**config.mk**
```make
export PLATFORM = sky130hd
export DESIGN_NAME = pong_frame_renderer_flat
export DESIGN_NICKNAME = d
export VERILOG_FILES = /design/src/rtl/pong_frame_renderer_if.sv /design/src/rtl/pong_frame_renderer.sv /design/src/flat_wrapper.sv
export SDC_FILE = /design/constraint.sdc
export NUM_CORES = 1
export LEC_CHECK = 0
export BUFFER_PORTS_ARGS = -buffer_cell sky130_fd_sc_hd__buf_2
export CORE_UTILIZATION = 55
export DETAILED_ROUTE_END_ITERATION = 6
export GPL_TIMING_DRIVEN = 0
export PLACE_DENSITY = 0.76
export SYNTH_ARGS = -nofsm -noshare
export SYNTH_HDL_FRONTEND = slang
export SYNTH_SLANG_ARGS = --single-unit
```
**constraint.sdc**
```tcl
create_clock -name clk -period 5.95 [get_ports clk]
set_input_delay 0.595 -clock clk [delete_from_list [all_inputs] [get_ports clk]]
set_output_delay 0.595 -clock clk [all_outputs]
set_load 0.005 [all_outputs]
```
**src/rtl/pong_frame_renderer_if.sv**
```systemverilog
// Position inputs from the game controller and the VGA video stream of pong_frame_renderer.
interface pong_frame_renderer_if #(
  parameter int XW = 11,
  parameter int YW = 10
);
  logic [YW-1:0] paddle_1_pos;
  logic [YW-1:0] paddle_2_pos;
  logic [XW-1:0] ball_pos_x;
  logic [YW-1:0] ball_pos_y;
  logic          hsync_n;
  logic          vsync_n;
  logic [11:0]   rgb;
  logic          de;
  logic          frame_tick;

  modport master (
    output paddle_1_pos, paddle_2_pos, ball_pos_x, ball_pos_y,
    input  hsync_n, vsync_n, rgb, de, frame_tick
  );

  modport slave (
    input  paddle_1_pos, paddle_2_pos, ball_pos_x, ball_pos_y,
    output hsync_n, vsync_n, rgb, de, frame_tick
  );
endinterface

```
**src/rtl/pong_frame_renderer.sv**
```systemverilog
// VGA timing generator, once-per-frame position shadowing and paddle/ball rasteriser.
// Optional dashed centre net is enabled by defining PONG_CENTER_NET_EN.
module pong_frame_renderer #(
  parameter int          H_ACTIVE       = 640,
  parameter int          H_FRONT        = 16,
  parameter int          H_SYNC         = 96,
  parameter int          H_BACK         = 48,
  parameter int          V_ACTIVE       = 480,
  parameter int          V_FRONT        = 10,
  parameter int          V_SYNC         = 2,
  parameter int          V_BACK         = 33,
  parameter int          PADDLE_1_X     = 20,
  parameter int          PADDLE_2_X     = 610,
  parameter int          PADDLE_WIDTH   = 10,
  parameter int          PADDLE_HEIGHT  = 80,
  parameter int          BALL_SIDE_SIZE = 10,
  parameter logic [11:0] FG_COLOR       = 12'hFFF,
  parameter logic [11:0] BG_COLOR       = 12'h000
) (
  input logic                  clk,
  input logic                  rst,
  pong_frame_renderer_if.slave vid
);
  localparam int H_TOTAL = H_ACTIVE + H_FRONT + H_SYNC + H_BACK;
  localparam int V_TOTAL = V_ACTIVE + V_FRONT + V_SYNC + V_BACK;
  localparam int XW      = $clog2(H_ACTIVE + 1) + 1;
  localparam int YW      = $clog2(V_ACTIVE + 1) + 1;
  localparam int HCW     = $clog2(H_TOTAL);
  localparam int VCW     = $clog2(V_TOTAL);

  localparam logic [HCW-1:0] H_LAST   = HCW'(H_TOTAL - 1);
  localparam logic [HCW-1:0] H_ACT_C  = HCW'(H_ACTIVE);
  localparam logic [HCW-1:0] HS_LO    = HCW'(H_ACTIVE + H_FRONT);
  localparam logic [HCW-1:0] HS_HI    = HCW'(H_ACTIVE + H_FRONT + H_SYNC);
  localparam logic [VCW-1:0] V_LAST   = VCW'(V_TOTAL - 1);
  localparam logic [VCW-1:0] V_ACT_C  = VCW'(V_ACTIVE);
  localparam logic [VCW-1:0] V_LATCH  = VCW'(V_ACTIVE - 1);
  localparam logic [VCW-1:0] VS_LO    = VCW'(V_ACTIVE + V_FRONT);
  localparam logic [VCW-1:0] VS_HI    = VCW'(V_ACTIVE + V_FRONT + V_SYNC);
  localparam logic [HCW-1:0] H_ONE    = HCW'(1);
  localparam logic [VCW-1:0] V_ONE    = VCW'(1);

  localparam logic [XW:0]    P1_LO    = (XW+1)'(PADDLE_1_X);
  localparam logic [XW:0]    P1_HI    = (XW+1)'(PADDLE_1_X + PADDLE_WIDTH);
  localparam logic [XW:0]    P2_LO    = (XW+1)'(PADDLE_2_X);
  localparam logic [XW:0]    P2_HI    = (XW+1)'(PADDLE_2_X + PADDLE_WIDTH);
  localparam logic [YW:0]    PAD_H_C  = (YW+1)'(PADDLE_HEIGHT);
  localparam logic [XW:0]    BALL_X_C = (XW+1)'(BALL_SIDE_SIZE);
  localparam logic [YW:0]    BALL_Y_C = (YW+1)'(BALL_SIDE_SIZE);

  logic [HCW-1:0] h_cnt_r;
  logic [VCW-1:0] v_cnt_r;
  logic [YW-1:0]  p1_r;
  logic [YW-1:0]  p2_r;
  logic [XW-1:0]  bx_r;
  logic [YW-1:0]  by_r;
  logic [11:0]    rgb_r;
  logic           de_r;
  logic           hsync_n_r;
  logic           vsync_n_r;
  logic           frame_tick_r;

  logic           h_last_s;
  logic           v_last_s;
  logic           latch_s;
  logic           active_s;
  logic           hs_s;
  logic           vs_s;
  logic [XW:0]    x_s;
  logic [YW:0]    y_s;
  logic           on_p1_s;
  logic           on_p2_s;
  logic           on_ball_s;
  logic           net_s;
  logic           hit_s;
  logic [11:0]    rgb_s;

  assign h_last_s = (h_cnt_r == H_LAST);
  assign v_last_s = (v_cnt_r == V_LAST);
  assign latch_s  = h_last_s && (v_cnt_r == V_LATCH);
  assign active_s = (h_cnt_r < H_ACT_C) && (v_cnt_r < V_ACT_C);
  assign hs_s     = (h_cnt_r >= HS_LO) && (h_cnt_r < HS_HI);
  assign vs_s     = (v_cnt_r >= VS_LO) && (v_cnt_r < VS_HI);

  // Extra headroom bit keeps right/bottom-edge objects clipped instead of wrapping to 0.
  assign x_s = (XW+1)'(h_cnt_r);
  assign y_s = (YW+1)'(v_cnt_r);

  assign on_p1_s   = (x_s >= P1_LO) && (x_s < P1_HI) &&
                     (y_s >= {1'b0, p1_r}) && (y_s < ({1'b0, p1_r} + PAD_H_C));
  assign on_p2_s   = (x_s >= P2_LO) && (x_s < P2_HI) &&
                     (y_s >= {1'b0, p2_r}) && (y_s < ({1'b0, p2_r} + PAD_H_C));
  assign on_ball_s = (x_s >= {1'b0, bx_r}) && (x_s < ({1'b0, bx_r} + BALL_X_C)) &&
                     (y_s >= {1'b0, by_r}) && (y_s < ({1'b0, by_r} + BALL_Y_C));

`ifdef PONG_CENTER_NET_EN
  localparam logic [XW:0] NET_LO = (XW+1)'(H_ACTIVE / 2 - 1);
  localparam logic [XW:0] NET_HI = (XW+1)'(H_ACTIVE / 2 + 1);
  assign net_s = (x_s >= NET_LO) && (x_s < NET_HI) && !v_cnt_r[4];
`else
  assign net_s = 1'b0;
`endif

  assign hit_s = on_p1_s || on_p2_s || on_ball_s || net_s;

  // Pixel colour selection for the current counter position.
  always_comb begin
    rgb_s = 12'h000;
    if (!active_s) begin
      rgb_s = 12'h000;
    end else if (hit_s) begin
      rgb_s = FG_COLOR;
    end else begin
      rgb_s = BG_COLOR;
    end
  end

  // Raster position counters.
  always_ff @(posedge clk or negedge rst) begin
    if (!rst) begin
      h_cnt_r <= {HCW{1'b0}};
      v_cnt_r <= {VCW{1'b0}};
    end else if (h_last_s) begin
      h_cnt_r <= {HCW{1'b0}};
      if (v_last_s) begin
        v_cnt_r <= {VCW{1'b0}};
      end else begin
        v_cnt_r <= v_cnt_r + V_ONE;
      end
    end else begin
      h_cnt_r <= h_cnt_r + H_ONE;
    end
  end

  // Shadow positions, sampled only at the end of the last visible line.
  always_ff @(posedge clk or negedge rst) begin
    if (!rst) begin
      p1_r <= {YW{1'b0}};
      p2_r <= {YW{1'b0}};
      bx_r <= {XW{1'b0}};
      by_r <= {YW{1'b0}};
    end else if (latch_s) begin
      p1_r <= vid.paddle_1_pos;
      p2_r <= vid.paddle_2_pos;
      bx_r <= vid.ball_pos_x;
      by_r <= vid.ball_pos_y;
    end
  end

  // Output stage: colour, enable, syncs and frame tick share one register delay.
  always_ff @(posedge clk or negedge rst) begin
    if (!rst) begin
      rgb_r        <= 12'h000;
      de_r         <= 1'b0;
      hsync_n_r    <= 1'b1;
      vsync_n_r    <= 1'b1;
      frame_tick_r <= 1'b0;
    end else begin
      rgb_r        <= rgb_s;
      de_r         <= active_s;
      hsync_n_r    <= ~hs_s;
      vsync_n_r    <= ~vs_s;
      frame_tick_r <= latch_s;
    end
  end

  assign vid.rgb        = rgb_r;
  assign vid.de         = de_r;
  assign vid.hsync_n    = hsync_n_r;
  assign vid.vsync_n    = vsync_n_r;
  assign vid.frame_tick = frame_tick_r;
endmodule

```
**src/flat_wrapper.sv**
```systemverilog
// flat-port wrapper written by rule: the top's interface ports become plain ports
module pong_frame_renderer_flat 
#(
  parameter int          H_ACTIVE       = 640,
  parameter int          H_FRONT        = 16,
  parameter int          H_SYNC         = 96,
  parameter int          H_BACK         = 48,
  parameter int          V_ACTIVE       = 480,
  parameter int          V_FRONT        = 10,
  parameter int          V_SYNC         = 2,
  parameter int          V_BACK         = 33,
  parameter int          PADDLE_1_X     = 20,
  parameter int          PADDLE_2_X     = 610,
  parameter int          PADDLE_WIDTH   = 10,
  parameter int          PADDLE_HEIGHT  = 80,
  parameter int          BALL_SIDE_SIZE = 10,
  parameter logic [11:0] FG_COLOR       = 12'hFFF,
  parameter logic [11:0] BG_COLOR       = 12'h000
)
  (clk, rst, vid_paddle_1_pos, vid_paddle_2_pos, vid_ball_pos_x, vid_ball_pos_y, vid_hsync_n, vid_vsync_n, vid_rgb, vid_de, vid_frame_tick);
  pong_frame_renderer_if vid_i ();
  input logic clk;
  input logic rst;
  input wire logic [$bits(vid_i.paddle_1_pos)-1:0] vid_paddle_1_pos;
  input wire logic [$bits(vid_i.paddle_2_pos)-1:0] vid_paddle_2_pos;
  input wire logic [$bits(vid_i.ball_pos_x)-1:0] vid_ball_pos_x;
  input wire logic [$bits(vid_i.ball_pos_y)-1:0] vid_ball_pos_y;
  output wire logic [$bits(vid_i.hsync_n)-1:0] vid_hsync_n;
  output wire logic [$bits(vid_i.vsync_n)-1:0] vid_vsync_n;
  output wire logic [$bits(vid_i.rgb)-1:0] vid_rgb;
  output wire logic [$bits(vid_i.de)-1:0] vid_de;
  output wire logic [$bits(vid_i.frame_tick)-1:0] vid_frame_tick;
  assign vid_i.paddle_1_pos = vid_paddle_1_pos;
  assign vid_i.paddle_2_pos = vid_paddle_2_pos;
  assign vid_i.ball_pos_x = vid_ball_pos_x;
  assign vid_i.ball_pos_y = vid_ball_pos_y;
  assign vid_hsync_n = vid_i.hsync_n;
  assign vid_vsync_n = vid_i.vsync_n;
  assign vid_rgb = vid_i.rgb;
  assign vid_de = vid_i.de;
  assign vid_frame_tick = vid_i.frame_tick;
  pong_frame_renderer #(.H_ACTIVE(H_ACTIVE), .H_FRONT(H_FRONT), .H_SYNC(H_SYNC), .H_BACK(H_BACK), .V_ACTIVE(V_ACTIVE), .V_FRONT(V_FRONT), .V_SYNC(V_SYNC), .V_BACK(V_BACK), .PADDLE_1_X(PADDLE_1_X), .PADDLE_2_X(PADDLE_2_X), .PADDLE_WIDTH(PADDLE_WIDTH), .PADDLE_HEIGHT(PADDLE_HEIGHT), .BALL_SIDE_SIZE(BALL_SIDE_SIZE), .FG_COLOR(FG_COLOR), .BG_COLOR(BG_COLOR)) u_core (.clk(clk), .rst(rst), .vid(vid_i));
endmodule
```
==> summary.md, run 1 <==
| Metric | Value |
|---|---|
| Status | finished, violations left |
| Failing checks | design-rule violations |
| Final HPWL DP | roughly 8100 um |
| Worst setup EP type | flip-flop |
| Post-CTS Resized | 0 |
| Total GRT Usage | 0.243 |
| Area grow syn2layout | 12.5% |
| CP max FO | 10 |
| Finished Layout Cells | around 670 |
| Vias in the first global route | about 3,900 |
| Placer Congestion | roughly 0.86 |
| Synth Instances | about 490 |
| Drc violations | 14 |
| Stages on worst setup path | 7 |
| Worst r2r src | u_core.h_cnt_r[5] |
| Via-per-instance ratio | slightly below 6 |
| CP max stage cell | or4b_4 |
| Largest family of logic cells by synthesized area | adder cells |
| Root Buffer | clkbuf_8 |
| Placement Setup Slack | around 3.2 ns |
| Maximum root-to-sink buffer count | 2 |
| YS warnings | 0 |
| Largest net degree at the start of global routing | 67 |
| Fmax | ~360 MHz |
| Fin util | 0.645 |
| Slew Viols, Final | 0 |
| Peak supply drop | 111 uV |
| GRT overflow | 0 |
| Max Used Layer | met4 |
| Synthesized area | 0.00504 mm2 |
| RSZ-0062 raised after global routing | false |
| Critical path type | flip-flop to flip-flop |
| Largest delay share family, worst path | simple AND/OR/NAND/NOR gates |
| Starting density of the core | 0.573 |
| Fin Setup TNS | 0 ns |
| Slew at the pin closest to its max-slew limit | roughly 1.0 ns |
| Fin worst setup slack | between 3 and 4 ns |
| CORE AREA | between 0.008 and 0.009 mm2 |
| Chip Height | 97.8 um |
| # setup viols final | 0 |
| # rows | 34 |
| TritonRoute pass-1 iters | 7 |
| Initial antenna violation count | 0 |
| Maximum Capacitance Violations | 0 |
| Post-Synth XOR/XNOR Area | 0.0590 |
| Skew final | about 0.0086 ns |
| Chip width | 97.8 um |
| Die area | around 0.0096 mm2 |
| Ant diodes | 0 |
| EDFF count, synth | 0 |
| Worst path cell trace | or4b_4, nor3_4, nand3_4, nor2_4, nand4_4, buf_6, mux2_4 |
| Setup bufs post-CTS | 0 |
| H-tree lvl count | 3 |
| Met2 wire len | about 5100 um |
| Synthesis-stage register bit count | 66 |
| Clock period minus worst slack | between 2 and 3 ns |
| Final period util | 0.463 |
| Metal-1 WL | 5010 um |
| Crit path DAT | 2.99 ns |
| Relative slew margins | 0.314 |
| Netlist cell types | 52 |
| Drt initial violations | 163 |
| Post-DRT Antenna Nets | 0 |
| # IOs | slightly below 60 |
| Clk Latency, worst-skew pair | approximately 0.35 ns |
| CTS tree | yes |
| Clk pin slew, worst setup/hold paths | approximately 0.07 ns |
| Vias | just under 4,000 |
| Critical path buffers and inverters | 1 |
| FF-to-FF path depth | 7 |
| Mean routed wirelength per cell | 16.2 um |
| Pwr Density | about 180 mW/mm2 |
| Routed wire length | ~11,000 um |
| Primary FF master, synth | dfrtp_1 |
| Critical path data required time | roughly 6.2 ns |
| DR WL met3 | approximately 460 um |
| Sequential share of the synthesized area | 0.328 |
| Cts hold-fix bufs | 0 |
| Layout cells sized above 1 | 0.250 |
| R2R Path End | u_core.bx_r[4] |
| Syn Nets | about 610 |
| Fin nets | 676 |
| Min-delay worst type | primary input to asynchronous set/reset pin |
| Synth Area in Simple Gates | 0.119 |
| # port buffers | just under 60 |
| Worst Setup Start Kind | flip-flop |
| Multiplexer share of the synthesized area | 0.121 |
| LEAKAGE | just over 3 nW |
| Async SR Flop Fraction | 1.00 |
| Clk sink count | 66 |
| Placed Cells | approximately 650 |
| Synth Area in Compound Gates | 0.117 |
| Count of final hold-check violations | 0 |
| CP peak stage delay | 0.62 ns |
| Synth Area in Adders | 0.193 |
| First-pass GRT wire length | 18,400 um |
| Syn Area/Cell | just over 10 um2 |
| R2R Setup Slk | approximately 3.2 ns |
| CTS Buf Count | 9 |
==> Yosys cell counts (3+ instances only) <==
library cell / count / area share
dfrtp_1: 64 / 0.32
o2111ai_1: 4 / 0.0069
nand3_1: 13 / 0.013
buf_6: 4 / 0.0089
nor2_1: 26 / 0.019
o211ai_1: 6 / 0.0089
a21oi_1: 24 / 0.024
xnor2_1: 24 / 0.042
nand2b_1: 3 / 0.0037
nand4_1: 7 / 0.0087
ha_1: 78 / 0.19
nor2b_1: 6 / 0.0074
a21o_1: 5 / 0.0074
xor2_1: 10 / 0.017
nor3_1: 9 / 0.0089
inv_1: 47 / 0.035
buf_4: 12 / 0.018
and3_1: 3 / 0.0037
o21a_1: 9 / 0.013
o21ai_0: 24 / 0.024
a211oi_1: 4 / 0.0060
mux2_4: 39 / 0.12
nand2_1: 24 / 0.018
nor3b_1: 3 / 0.0045
==> cell type report <==
class	count	area, um2
timing repair buffer	58	293
clock buffer	12	155
inverter	47	176
sequential	66	1650
clock inverter	4	50.0
multi-input combinational	356	3080
fill	703	3130
tap	108	135
buffer	17	139
==> through the flow <==
step / power [mW] / hold WS [ns] / instance area, um2
floorplan: 0.562 / 0.299 / 5040
global placement: 0.598 / 0.494 / 5470
detailed placement: 0.606 / 0.497 / 5470
CTS: 1.00 / 0.368 / 5680
global route: 1.04 / 0.413 / 5680
finish: 0.995 / 0.336 / 5680
==> power breakdown <==
part           internal [mW]  switching (mW)  leakage, nW
Combinational         0.0627          0.0566         2.14
Sequential             0.463          0.0158        0.801
Clock                  0.216           0.181       0.0986
Total                  0.741           0.254         3.04
==> metal layers <==
metal	GRT usage	vias to the layer above
met5	0	-
met4	0.106	0
li1	-	1861
met3	0.0387	25
met2	0.400	111
met1	0.319	1861
==> sequential cells by signal, summed over array words and instances (netlist names) <==
register	count
u_core.p2_r	10
u_core.by_r	10
u_core.bx_r	11
u_core.vid.hsync_n	1
u_core.vid.frame_tick	1
u_core.p1_r	10
u_core.vid.rgb	1
u_core.v_cnt_r	10
u_core.vid.de	1
u_core.h_cnt_r	10
u_core.vid.vsync_n	1
==> how the worst max path moves through the flow <==
stage / start / end
after floorplan: u_core.h_cnt_r[5] / u_core.bx_r[0]
after global placement: u_core.h_cnt_r[5] / u_core.p1_r[1]
after detailed placement: u_core.h_cnt_r[5] / u_core.p1_r[1]
after CTS: u_core.h_cnt_r[5] / u_core.bx_r[4]
after global routing: u_core.by_r[4] / u_core.vid.rgb[10]
final: u_core.h_cnt_r[5] / u_core.bx_r[4]
==> placed cells by master (no fill, tap or decap), drive strengths merged, types with 4 or more instances in the layout <==
cell type and n:
a21o 5, xnor2 24, dfrtp 64, xor2 10
nor3 10, clkbuf 13, ha 78, o211ai 6
buf 74, inv 47, a21oi 24, nor2 27
o21ai 24, nor2b 6, nand3 14, o21a 9
a211oi 4, o2111ai 4, nand4 8, nand2 24
mux2 41
==> cell families after synthesis <==
kind of cell | after synthesis
buf+inv | 64
compound gates | 93
simple gates | 110
xor+xnor | 34
mux | 41
fa+ha+maj | 78
flops | 66
Note: power is estimated with default switching activity, not from simulation.
==> inputs of run 2 (changes only) <==
--- a/config.mk
+++ b/config.mk
@@ -6,10 +6,10 @@
 export NUM_CORES = 1
 export LEC_CHECK = 0
 export BUFFER_PORTS_ARGS = -buffer_cell sky130_fd_sc_hd__buf_2
-export CORE_UTILIZATION = 55
+export CORE_UTILIZATION = 54
 export DETAILED_ROUTE_END_ITERATION = 6
 export GPL_TIMING_DRIVEN = 0
-export PLACE_DENSITY = 0.76
+export PLACE_DENSITY = 0.78
 export SYNTH_ARGS = -nofsm -noshare
 export SYNTH_HDL_FRONTEND = slang
 export SYNTH_SLANG_ARGS = --single-unit
==> constraint.sdc (replaced) <==
create_clock -name clk -period 2.4 [get_ports clk]
set_input_delay 0.24 -clock clk [delete_from_list [all_inputs] [get_ports clk]]
set_output_delay 0.24 -clock clk [all_outputs]
set_load 0.005 [all_outputs]
==> summary.md, run 2 (synthesis gave the netlist of run 1 again) <==
| Metric | Value |
|---|---|
| FF-to-FF path depth | 8 |
| Maximum root-to-sink buffer count | 2 |
| Starting density of the core | 0.567 |
| Via-per-instance ratio | a little under 6 |
| Vias | a little under 4,000 |
| Slew at the pin closest to its max-slew limit | roughly 0.84 ns |
| CP max FO | 10 |
| First-pass GRT wire length | approximately 19,000 um |
| Worst r2r src | u_core.h_cnt_r[5] |
| CTS Buf Count | 9 |
| Area grow syn2layout | 17.4% |
| Placer Congestion | roughly 0.86 |
| Skew final | ~0.011 ns |
| CP max stage cell | or4b_4 |
| Failing checks | negative hold slack, negative setup slack |
| Min-delay worst type | primary input to asynchronous set/reset pin |
| GRT overflow | 0 |
| Worst path cell trace | or4b_4, nor3_4, nand3_4, nor2_4, nand4_4, buf_12, buf_12, mux2_4 |
| TritonRoute pass-1 iters | 6 |
| Maximum Capacitance Violations | 0 |
| Total GRT Usage | 0.246 |
| WHS | -0.0123 ns |
| CP peak stage delay | between 0.5 and 0.6 ns |
| Fin worst setup slack | -0.0410 ns |
| LEAKAGE | approximately 3.1 nW |
| Fin nets | roughly 700 |
| Most frequent cells in the layout | ha_1, buf_2, dfrtp_1, inv_1, mux2_4 |
| Clk Latency, worst-skew pair | ~0.36 ns |
| Ant diodes | 0 |
| R2R Path End | u_core.p1_r[4] |
| Critical path type | flip-flop to flip-flop |
| Drc violations | 0 |
| Mean routed wirelength per cell | approximately 17 um |
| Placement Setup Slack | -0.313 ns |
| Peak supply drop | between 200 and 300 uV |
| Root Buffer | clkbuf_8 |
| Layout cells sized above 1 | 0.306 |
| Final period util | 1.02 |
| CTS tree | yes |
| Fin Setup TNS | -0.910 ns |
| Max reg flops | 11 |
| Cts hold-fix bufs | 0 |
| Final HPWL DP | 7970 um |
| Critical path buffers and inverters | 2 |
| Drt initial violations | approximately 250 |
| Pwr Density | 415 mW/mm2 |
| R2R Setup Slk | -0.04 ns |
| # IOs | 59 |
| # setup viols final | 30 |
| CORE AREA | approximately 0.0089 mm2 |
| Total Power | between 2 and 2.5 mW |
| Clk pin slew, worst setup/hold paths | around 0.080 ns |
| Clk sink count | 66 |
| Clock period minus worst slack | around 2.4 ns |
| Biggest register | u_core.bx_r |
| Status | finished, violations left |
| Critical path data required time | 2.64 ns |
| Largest net degree at the start of global routing | 67 |
| Chip width | between 90 and 100 um |
| Slew Viols, Final | 0 |
| Count of final hold-check violations | 15 |
| Routed wire length | 11,300 um |
| Crit path top cell by count | buf_12 |
| Most common cell after layout, fill and taps aside | ha_1 |
| Vias in the first global route | 3,971 |
| Chip Height | 98.7 um |
| Post-DRT Antenna Nets | 0 |
| Crit path DAT | 2.68 ns |
| Die area | approximately 0.0097 mm2 |
| Relative slew margins | 0.443 |
| # port buffers | between 50 and 60 |
| RSZ-0062 raised after global routing | true |
| Worst Setup Start Kind | flip-flop |
| Initial antenna violation count | 0 |
| H-tree lvl count | 3 |
| Largest delay share family, worst path | simple AND/OR/NAND/NOR gates |
| # rows | 34 |
| Worst setup EP type | flip-flop |
| Fmax | just over 400 MHz |
[run 2: changes by cell type in the layout (fill, tap and decap cells not counted), moves of 3 or more]
cell	delta
buf_12	+3
buf_4	+14
buf_6	-3
dfrtp_1	-7
dfrtp_2	+7
o21ai_0	-3
[run 2: how the worst max path moves through the flow]
stage | start | end | slack, ns | cells after the start
3_5_place_dp | u_core.h_cnt_r[5] | u_core.bx_r[6] | -0.31 | 7
5_1_grt | u_core.h_cnt_r[5] | u_core.p1_r[3] | -0.15 | 8
4_1_cts | u_core.h_cnt_r[7] | u_core.p1_r[4] | -0.02 | 8
3_3_place_gp | u_core.h_cnt_r[5] | u_core.p1_r[3] | -0.29 | 7
2_1_floorplan | u_core.h_cnt_r[5] | u_core.bx_r[0] | 0.03 | 7
6_report | u_core.h_cnt_r[5] | u_core.p1_r[4] | -0.04 | 8
[run 2: per-stage QoR]
stage | cell area (um2) | instances | utilization
detailed placement | 5470 | 652 | 0.616
global route | 5920 | 684 | 0.666
global placement | 5470 | 652 | 0.615
floorplan | 5040 | 486 | -
CTS | 5870 | 681 | 0.660
finish | 5920 | 684 | 0.666
[run 2: metal layers]
layer / part of all wire / GRT usage / routed length (um) / vias to the layer above
met3: 0.060 / 0.0596 / 685 / 44
met5: 0 / 0 / 0 / -
met4: 0.031 / 0.116 / 357 / 0
met2: 0.47 / 0.397 / 5290 / 140
met1: 0.44 / 0.312 / 5010 / 1894
li1: - / - / - / 1900
[run 2: repair_timing]
item	4_1_cts	5_1_grt
pin swaps	7	5
hold endpoints to repair	0	0
gates cloned	1	0
buffers inserted	12	3
endpoints found under the setup margin	45	45
resized for setup	23	10
[run 2: area by class of cell]
cell class              count  area (um2)
plain buffers              17         160
clock buffers              11         141
clock inverters             5        55.1
fillers                   641        2970
inverters                  47         176
multi-input cells         356        3150
flip-flops and latches     66        1660
well taps                 108         135
repair buffers             74         443
[run 2: worst reg2reg max path, cell delays in order, from the launching register on]
cell     delay, ns
dfrtp_2       0.42
or4b_4        0.57
nor3_4        0.29
nand3_4       0.12
nor2_4        0.13
nand4_4       0.14
buf_12        0.20
buf_12        0.15
mux2_4        0.30
[run 2: power by group]
part	total [mW]	internal, mW	switching, mW
clock network	0.958	0.505	0.454
registers	1.19	1.15	0.0399
logic	0.314	0.163	0.151
==> inputs of run 3 (changes only) <==
--- a/config.mk
+++ b/config.mk
@@ -6,10 +6,10 @@
 export NUM_CORES = 1
 export LEC_CHECK = 0
 export BUFFER_PORTS_ARGS = -buffer_cell sky130_fd_sc_hd__buf_2
-export CORE_UTILIZATION = 54
+export CORE_UTILIZATION = 55
 export DETAILED_ROUTE_END_ITERATION = 6
 export GPL_TIMING_DRIVEN = 0
-export PLACE_DENSITY = 0.78
+export PLACE_DENSITY = 0.76
 export SYNTH_ARGS = -nofsm -noshare
 export SYNTH_HDL_FRONTEND = slang
 export SYNTH_SLANG_ARGS = --single-unit
==> constraint.sdc (replaced) <==
create_clock -name clk -period 2.8 [get_ports clk]
set_input_delay 0.28 -clock clk [delete_from_list [all_inputs] [get_ports clk]]
set_output_delay 0.28 -clock clk [all_outputs]
set_load 0.005 [all_outputs]
==> summary.md, run 3 (synthesis gave the netlist of run 1 again) <==
| Metric | Value |
|---|---|
| Biggest register | u_core.bx_r |
| CP max FO | 7 |
| WHS | 0.0187 ns |
| Skew final | ~0.0085 ns |
| Setup crit end | u_core.vid.rgb[10] |
| R2R Path End | u_core.vid.rgb[10] |
| Status | finished, violations left |
| Placed Cells | between 600 and 700 |
| Fin nets | between 600 and 700 |
| Relative slew margins | 0.311 |
| TritonRoute pass-1 iters | 6 |
| Maximum root-to-sink buffer count | 2 |
| GRT overflow | 0 |
| Clk pin slew, worst setup/hold paths | around 0.070 ns |
| Fillers | around 700 |
| Chip Height | 97.8 um |
| CTS Buf Count | 9 |
| Drc violations | 16 |
| Layout cells sized above 1 | 0.253 |
| Max reg flops | 11 |
| LEAKAGE | 3.05 nW |
| Via-per-instance ratio | about 5.7 |
| Net switching power | 0.536 mW |
| Initial antenna violation count | 0 |
| Starting density of the core | 0.573 |
| RSZ-0062 raised after global routing | false |
| Clk sink count | 66 |
| CP max stage cell | dfrtp_1 |
| Failing checks | design-rule violations |
| Slew at the pin closest to its max-slew limit | between 1 and 1.5 ns |
| Critical path data required time | ~3 ns |
| Ant diodes | 0 |
| Root Buffer | clkbuf_8 |
| Die area | between 0.009 and 0.01 mm2 |
| Largest net degree at the start of global routing | 67 |
| CORE AREA | between 0.008 and 0.009 mm2 |
| Crit path DAT | around 2.9 ns |
| Int Pwr | 1.58 mW |
| Worst r2r src | u_core.bx_r[3] |
| Critical path buffers and inverters | 0 |
| Total GRT Usage | 0.243 |
| Final period util | 0.942 |
| CP peak stage delay | 0.46 ns |
| Fmax | around 380 MHz |
| # port buffers | 58 |
| Routed wire length | about 11,000 um |
| Most common cell after layout, fill and taps aside | ha_1 |
| Finished Layout Cells | ~670 |
| Largest delay share family, worst path | compound AO/OA/AOI/OAI gates |
| Count of final hold-check violations | 0 |
| R2R Setup Slk | 0.16 ns |
| Placer Congestion | 0.857 |
| Pwr Density | between 300 and 400 mW/mm2 |
| Maximum Capacitance Violations | 0 |
| Sw Ratio | 0.254 |
| Combinational Power Share | 0.120 |
| Slew Viols, Final | 0 |
| Min-delay worst type | primary input to asynchronous set/reset pin |
| Stages on worst setup path | 9 |
| Critical path startpoint | u_core.bx_r[3] |
| Reg power frac | 0.482 |
| FF-to-FF path depth | 9 |
| Worst setup EP type | flip-flop |
| Critical path type | flip-flop to flip-flop |
| Peak supply drop | 236 uV |
| Area grow syn2layout | 12.8% |
| Final HPWL DP | just over 8000 um |
| Clk pwr share | 0.398 |
| Vias | just under 4,000 |
| Clock period minus worst slack | between 2 and 3 ns |
| Worst path cell trace | a21oi_1, nor2_1, xnor2_1, ha_1, a211oi_1, nand3_1, o221ai_1, o2111ai_1, o311ai_1 |
| Mean routed wirelength per cell | roughly 16 um |
| Post-DRT Antenna Nets | 0 |
| # setup viols final | 0 |
| Chip width | between 90 and 100 um |
| # rows | 34 |
| First-pass GRT wire length | 18,400 um |
| # IOs | a little under 60 |
| H-tree lvl count | 3 |
| Most frequent cells in the layout | ha_1, dfrtp_1, buf_2, inv_1, mux2_4 |
| CTS tree | yes |
| Vias in the first global route | 3,850 |
| Worst Setup Start Kind | flip-flop |
| Drt initial violations | 157 |
| Fin Setup TNS | 0 ns |
| Clk Latency, worst-skew pair | approximately 0.35 ns |
[run 3: changes by cell type in the layout (fill, tap and decap cells not counted), moves of 2 or more]
cell | before | now
a21oi_1 | 22 | 24
buf_12 | 3 | 0
buf_4 | 27 | 14
buf_6 | 1 | 4
dfrtp_1 | 57 | 64
dfrtp_2 | 7 | 0
ha_1 | 76 | 78
ha_2 | 2 | 0
o21ai_0 | 21 | 24
o21ai_1 | 2 | 0
[run 3: layout make-up]
cell class                 instances  area (um2)  area share
inverter                          47         176      0.0310
tap                              108         135      0.0237
sequential                        66        1650       0.291
multi-input combinational        356        3080       0.541
clock inverter                     4        50.0     0.00880
timing repair buffer              59         300      0.0528
clock buffer                      12         155      0.0273
buffer                            17         139      0.0244
[run 3: power by group through the flow]
stage	logic [mW]	registers (mW)	clock network [mW]
2_1_floorplan	0.171	1.02	0
3_3_place_gp	0.238	1.03	0
3_5_place_dp	0.253	1.03	0
4_1_cts	0.257	1.02	0.856
5_1_grt	0.289	1.02	0.902
6_report	0.254	1.02	0.840
[run 3: worst min-delay path by stage]
stage | startpoint | cells past startpoint | slack [ns] | end
after global routing | rst | 1 | 0.1 | u_core.bx_r[0]
after global placement | u_core.p1_r[3] | 1 | 0.49 | u_core.p1_r[3]
after floorplan | rst | 0 | -0.02 | u_core.bx_r[0]
after detailed placement | rst | 1 | 0.43 | u_core.p2_r[7]
after CTS | rst | 1 | 0.05 | u_core.p2_r[7]
final | rst | 1 | 0.02 | u_core.bx_r[0]
[run 3: metal layers]
| layer | share of wire | up-vias | track usage |
|---|---|---|---|
| met5 | 0 | - | 0 |
| met4 | 0.026 | 0 | 0.106 |
| met3 | 0.045 | 29 | 0.0387 |
| met2 | 0.47 | 104 | 0.400 |
| met1 | 0.46 | 1847 | 0.319 |
| li1 | - | 1861 | - |
[run 3: what timing repair did]
action,CTS,global route
hold buffers,0,0
endpoints found under the setup margin,0,36
buffers inserted,0,1
gates resized for setup,0,2
[run 3: per-stage QoR]
step / util / instance area [um2] / setup WS, ns / total power, mW
floorplan: - / 5040 / 0.425 / 1.19
global placement: 0.621 / 5470 / 0.115 / 1.27
detailed placement: 0.621 / 5470 / 0.0773 / 1.29
CTS: 0.645 / 5680 / 0.0442 / 2.13
global route: 0.646 / 5690 / 0.0144 / 2.21
finish: 0.646 / 5690 / 0.162 / 2.11
[run 3: worst reg2reg max path, cell delays in order (launching register included)]
cell and delay [ns]:
dfrtp_1 0.46, a21oi_1 0.36, nor2_1 0.10, xnor2_1 0.15
ha_1 0.32, a211oi_1 0.30, nand3_1 0.11, o221ai_1 0.20
o2111ai_1 0.16, o311ai_1 0.37
